### src/rtl/hidden_layer_seq.sv
// Hidden-layer sequencer: walks the weight ROM and input RAM, accumulates signed w*x per
// neuron and emits one accumulator result per hidden neuron.
module hidden_layer_seq #(
    parameter int unsigned N_IN  = 784,
    parameter int unsigned N_HID = 32,
    parameter int unsigned AW    = 15,
    parameter int unsigned XW    = 10,
    parameter int unsigned HW    = 5,
    parameter int unsigned ACCW  = 26
) (
    input  logic                   clk,
    input  logic                   rst_n,
    input  logic                   start,
    output logic [AW-1:0]          w_addr,
    input  logic [7:0]             w_q,
    output logic [XW-1:0]          x_addr,
    input  logic [7:0]             x_q,
    output logic                   busy,
    output logic                   h_valid,
    output logic [HW-1:0]          h_idx,
    output logic signed [ACCW-1:0] h_acc,
    output logic                   done
);

    localparam logic [XW-1:0] XLast = XW'(N_IN - 1);
    localparam logic [HW-1:0] HLast = HW'(N_HID - 1);
    localparam logic [AW-1:0] WLast = AW'(N_IN * N_HID - 1);

    typedef enum logic [2:0] {StIdle, StRun, StDrain, StEmit, StDone} state_e;

    state_e                 state;
    logic [HW-1:0]          h;
    logic                   iss;
    logic signed [ACCW-1:0] acc;
    logic signed [15:0]     prod;
    logic signed [ACCW-1:0] acc_nxt;

    always_comb begin
        prod    = $signed(w_q) * $signed(x_q);
        acc_nxt = acc + $signed({{(ACCW-16){prod[15]}}, prod});
    end

    always_ff @(posedge clk) begin
        if (!rst_n) begin
            state   <= StIdle;
            h       <= '0;
            iss     <= 1'b0;
            acc     <= '0;
            w_addr  <= '0;
            x_addr  <= '0;
            busy    <= 1'b0;
            h_valid <= 1'b0;
            h_idx   <= '0;
            h_acc   <= '0;
            done    <= 1'b0;
        end else begin
            // ROM/RAM data lags the address by one cycle; iss marks it as live
            iss     <= (state == StRun);
            h_valid <= 1'b0;
            done    <= 1'b0;
            if (iss) begin
                acc <= acc_nxt;
            end
            case (state)
                StIdle: begin
                    if (start) begin
                        state  <= StRun;
                        busy   <= 1'b1;
                        h      <= '0;
                        w_addr <= '0;
                        x_addr <= '0;
                        acc    <= '0;
                    end
                end
                StRun: begin
                    if (x_addr == XLast) begin
                        x_addr <= '0;
                        state  <= StDrain;
                        // Stop on the final weight so the address never leaves the ROM
                        if (w_addr != WLast) begin
                            w_addr <= w_addr + 1'b1;
                        end
                    end else begin
                        x_addr <= x_addr + 1'b1;
                        w_addr <= w_addr + 1'b1;
                    end
                end
                StDrain: begin
                    // Last product folded in here so h_valid lines up with the EMIT cycle
                    h_acc   <= acc_nxt;
                    h_idx   <= h;
                    h_valid <= 1'b1;
                    state   <= StEmit;
                end
                StEmit: begin
                    acc <= '0;
                    if (h == HLast) begin
                        state <= StDone;
                        done  <= 1'b1;
                    end else begin
                        h     <= h + 1'b1;
                        state <= StRun;
                    end
                end
                StDone: begin
                    w_addr <= '0;
                    x_addr <= '0;
                    busy   <= 1'b0;
                    state  <= StIdle;
                end
                default: state <= StIdle;
            endcase
        end
    end

endmodule

### config.mk
export PLATFORM = sky130hd
export DESIGN_NAME = hidden_layer_seq
export DESIGN_NICKNAME = d
export VERILOG_FILES = /design/src/rtl/hidden_layer_seq.sv
export SDC_FILE = /design/constraint.sdc
export NUM_CORES = 1
export LEC_CHECK = 0
export ABC_CLOCK_PERIOD_IN_PS = 16050
export CAP_MARGIN = 20
export CELL_PAD_IN_SITES_DETAIL_PLACEMENT = 2
export CELL_PAD_IN_SITES_GLOBAL_PLACEMENT = 2
export CORE_UTILIZATION = 40
export DETAILED_ROUTE_END_ITERATION = 6
export HOLD_SLACK_MARGIN = 0.08
export MAX_ROUTING_LAYER = met4
export PLACE_DENSITY = 0.92
export REMOVE_ABC_BUFFERS = 1
export SLEW_MARGIN = 20
export SYNTH_ARGS = -nofsm -noshare
export SYNTH_HDL_FRONTEND = slang
export SYNTH_SLANG_ARGS = --single-unit
### constraint.sdc
create_clock -name clk -period 16.05 [get_ports clk]
set_input_delay 4.815 -clock clk [delete_from_list [all_inputs] [get_ports clk]]
set_output_delay 4.815 -clock clk [all_outputs]
set_load 0.05 [all_outputs]
==> impl_metrics.env <==
export IMPL_use_met3_pct=3.632
export IMPL_crit_path_end_kind="flop"
export IMPL_synth_flop_cell="dfxtp_1"
export IMPL_fmax_ghz=0.09119
export IMPL_hold_viol_final=0
export IMPL_worstMarginPinSlew_ns=0.7449
export IMPL_dr_pass1_iters=4
export IMPL_synth_top_cell_by_area="fa_1"
export IMPL_die_h_um=143.8
export IMPL_htree_levels=3
export IMPL_multi_input_area_um2=5719
export IMPL_p_comb_share_pct=74.2
export IMPL_cts_tree="yes"
export IMPL_drtAntennaViolNets=0
export IMPL_initial_core_util_pct=41.06
export IMPL_dp_hpwl_um=20610
export IMPL_yosys_cell_count_top_type="fa_1"
export IMPL_synth_cells=842
export IMPL_grt_use_total_pct=30.51
export IMPL_syn_area_per_cell_um2=9.552
export IMPL_synth_seq_cells=94
export IMPL_routabilityCongestion=0.8254
export IMPL_setup_tns_ns=0
export IMPL_cts_hold_buf=0
export IMPL_critPathMaxFanout=9
export IMPL_p_sw_mw=1.024
export IMPL_grtUsageMet2_pct=57.05
export IMPL_row_count=51
export IMPL_setup_viol=0
export IMPL_synth_compound_area_share_pct=10.73
export IMPL_critPathMaxStageDelay_ns=0.66
export IMPL_yosys_warnings=0
export IMPL_io_buffers=77
export IMPL_seqCellArea_um2=1882
export IMPL_clock_path_buffers=2
export IMPL_p_per_area_nw_per_um2=206.2
export IMPL_insertedDiodeCount=0
export IMPL_finalWirelength_um=28350
export IMPL_use_met1_pct=32.54
export IMPL_synth_xor_xnor_area_share_pct=5.554
export IMPL_cp_arrival_ns=11.20
export IMPL_grt_pass1_vias=7853
export IMPL_n_fill_cell=2053
export IMPL_fin_skew_ns=0.02026
export IMPL_final_nets=1109
export IMPL_final_util_pct=48.14
export IMPL_finalMaxSlewViolations=0
export IMPL_clock_latency_ns=0.37
export IMPL_viasPerCell=5.414
export IMPL_max_slew_margin_pct=50.12
export IMPL_cts_clk_slew_worst_paths_ns=0.08
export IMPL_fin_crit_ns=10.97
export IMPL_dieArea_um2=20680
export IMPL_ys_seq_area_share_pct=23.40
export IMPL_synth_top_cell_area_share_pct=27.38
export IMPL_syn_to_final_growth_pct=17.27
export IMPL_synth_mux_area_share_pct=1.991
export IMPL_grt_most_used_layer="met2"
export IMPL_grt_setup_unrepaired="false"
export IMPL_drc=0
export IMPL_syn_area_um2=8043
export IMPL_p_int_mw=0.9209
export IMPL_grt_pass1_wl_um=45440
export IMPL_pwr_share_clk_pct=12.3
export IMPL_ys_top_cells_by_count="fa_1, inv_1, dfxtp_1"
export IMPL_synth_simple_area_share_pct=15.37
export IMPL_cp_required_ns=16.29
export IMPL_synth_area_top_cells="fa_1, dfxtp_1, ha_1, inv_1, nand2_1"
export IMPL_seq_power_share_pct=13.5
export IMPL_grt_antenna_before_repair=0
export IMPL_core_area_um2=19590
export IMPL_drive_gt1_share_pct=3.800
export IMPL_synth_cell_types=56
export IMPL_io_pins=78
export IMPL_cts_root_buffer="clkbuf_16"
export IMPL_drt_iter0_markers=226
export IMPL_cts_setup_buffers=0
export IMPL_cp_start_kind="input pin"
export IMPL_synthAdderAreaFrac_pct=37.34
export IMPL_slowest_stage="clkdlybuf4s50_1"
export IMPL_swShare_pct=52.65
export IMPL_cts_made_buffers=9
export IMPL_p_leak_nw=4.136
export IMPL_cp_common_cell="fa_1"
export IMPL_max_cap_violations=0
export IMPL_fin_crit_sh_pct=68.33
export IMPL_vias=6421
export IMPL_hold_path_class="reg2reg"
export IMPL_synth_top_family_by_area="adder cells"
export IMPL_post_drt_wl_per_cell_um=23.90
export IMPL_status="completed"
export IMPL_die_w_um=143.8
export IMPL_path_cells="clkdlybuf4s50_1 -> nand2_1 -> inv_1 -> fa_1 -> inv_1 -> fa_1 -> inv_1 -> fa_1 -> fa_1 -> ha_1 -> ha_1 -> nand2_1 -> nor2_1 -> o211ai_2 -> a211oi_1 -> nor2_1 -> xor2_1 -> o21ai_0"
export IMPL_synth_edf_count=0
export IMPL_grt_overflow=0
export IMPL_async_flop_share_pct=0
export IMPL_irDropWorstVdd_mv=0.1429
export IMPL_post_cts_resized=0
export IMPL_grt_max_degree=45
export IMPL_cts_sinks=94
export IMPL_worst_setup_path_type="in2reg"
per-layer routing:
layer	part of all wire, %	vias up
li1	-	2882
met4	3.8	0
met2	55	150
met1	39	3316
met3	2.8	73
met5	0	-
critical path: cells and delay by family:
| family | cells | cell delay [ns] |
|---|---|---|
| simple gates | 4 | 0.76 |
| compound gates | 3 | 0.97 |
| buf+inv | 4 | 1.29 |
| fa+ha+maj | 6 | 3.06 |
| xor+xnor | 1 | 0.28 |
stage by stage:
step / cells / worst slack (ns) / instance area (um2) / total power [mW] / hold slack, ns
after CTS: 1186 / 4.764 / 9430 / 1.949 / 0.4967
after detailed placement: 1170 / 4.468 / 9119 / 1.647 / 0.4645
after global placement: 1170 / 4.912 / 9119 / 1.533 / 0.4553
after floorplan: 822 / 6.095 / 7963 / 1.240 / 0.4588
after global routing: 1186 / 4.615 / 9432 / 2.099 / 0.5199
final: 1186 / 5.084 / 9432 / 1.945 / 0.4878
layout make-up:
| class | count | area share, % |
|---|---|---|
| inverters | 99 | 3.940 |
| clock inverters | 6 | 0.7694 |
| flip-flops and latches | 94 | 19.95 |
| clock buffers | 10 | 2.534 |
| well taps | 265 | 3.516 |
| repair buffers | 83 | 8.650 |
| multi-input cells | 629 | 60.64 |
power groups by stage:
stage               Combinational [mW]  Clock, mW  Sequential [mW]
detailed placement                1.38          0            0.268
global route                      1.59      0.248            0.264
CTS                               1.45      0.240            0.263
finish                            1.44      0.238            0.263
global placement                  1.27          0            0.267
floorplan                        0.975          0            0.265
state kept, by name, summed over array words and instances, names as in the netlist:
signal and count:
acc 26, done 1, h_acc 26, iss 1, h_idx 5, h 5
w_addr 15, busy 1, x_addr 10, h_valid 1, state 3
worst paths after layout:
kind / from / endpoint / slack (ns) / depth (start not counted)
setup / recovery: x_q[2] / h_acc[21]$_SDFFE_PN0P_ / 5.08 / 18
hold / removal: h_acc[3]$_SDFFE_PN0P_ / h_acc[3]$_SDFFE_PN0P_ / 0.49 / 2
hold reg to reg: h_acc[3]$_SDFFE_PN0P_ / h_acc[3]$_SDFFE_PN0P_ / 0.49 / 2
setup reg to reg: acc[4]$_SDFF_PN0_ / acc[24]$_SDFF_PN0_ / 10.69 / 18
cells in the final DEF (no fill, tap or decap), types with 2 or more instances in the layout:
| cell | n |
|---|---|
| buf_4 | 6 |
| a22o_1 | 6 |
| inv_1 | 98 |
| dfxtp_1 | 94 |
| and3_1 | 13 |
| and4b_1 | 2 |
| nor2_1 | 67 |
| a21o_1 | 8 |
| a21boi_0 | 21 |
| o21bai_1 | 4 |
| ha_1 | 64 |
| and2_1 | 41 |
| a211oi_1 | 9 |
| nor2b_1 | 4 |
| clkbuf_16 | 9 |
| nand2_1 | 92 |
| nor3b_2 | 2 |
| xnor2_1 | 29 |
| fa_1 | 110 |
| nor3_1 | 6 |
| inv_6 | 3 |
| clkdlybuf4s50_1 | 77 |
| o31ai_1 | 4 |
| o21ai_1 | 2 |
| xor2_1 | 22 |
| nand2b_1 | 5 |
| nand4_1 | 5 |
| o21ai_0 | 21 |
| o22ai_1 | 2 |
| o41ai_1 | 2 |
| a211o_1 | 2 |
| a21oi_1 | 31 |
| nand3_1 | 16 |
| mux2i_1 | 16 |
cell families after synthesis:
group / Yosys count
compound gates: 127
fa+ha+maj: 174
simple gates: 261
flops: 94
mux: 16
xor+xnor: 51
buf+inv: 119
Note: power is estimated with default switching activity, not from simulation.
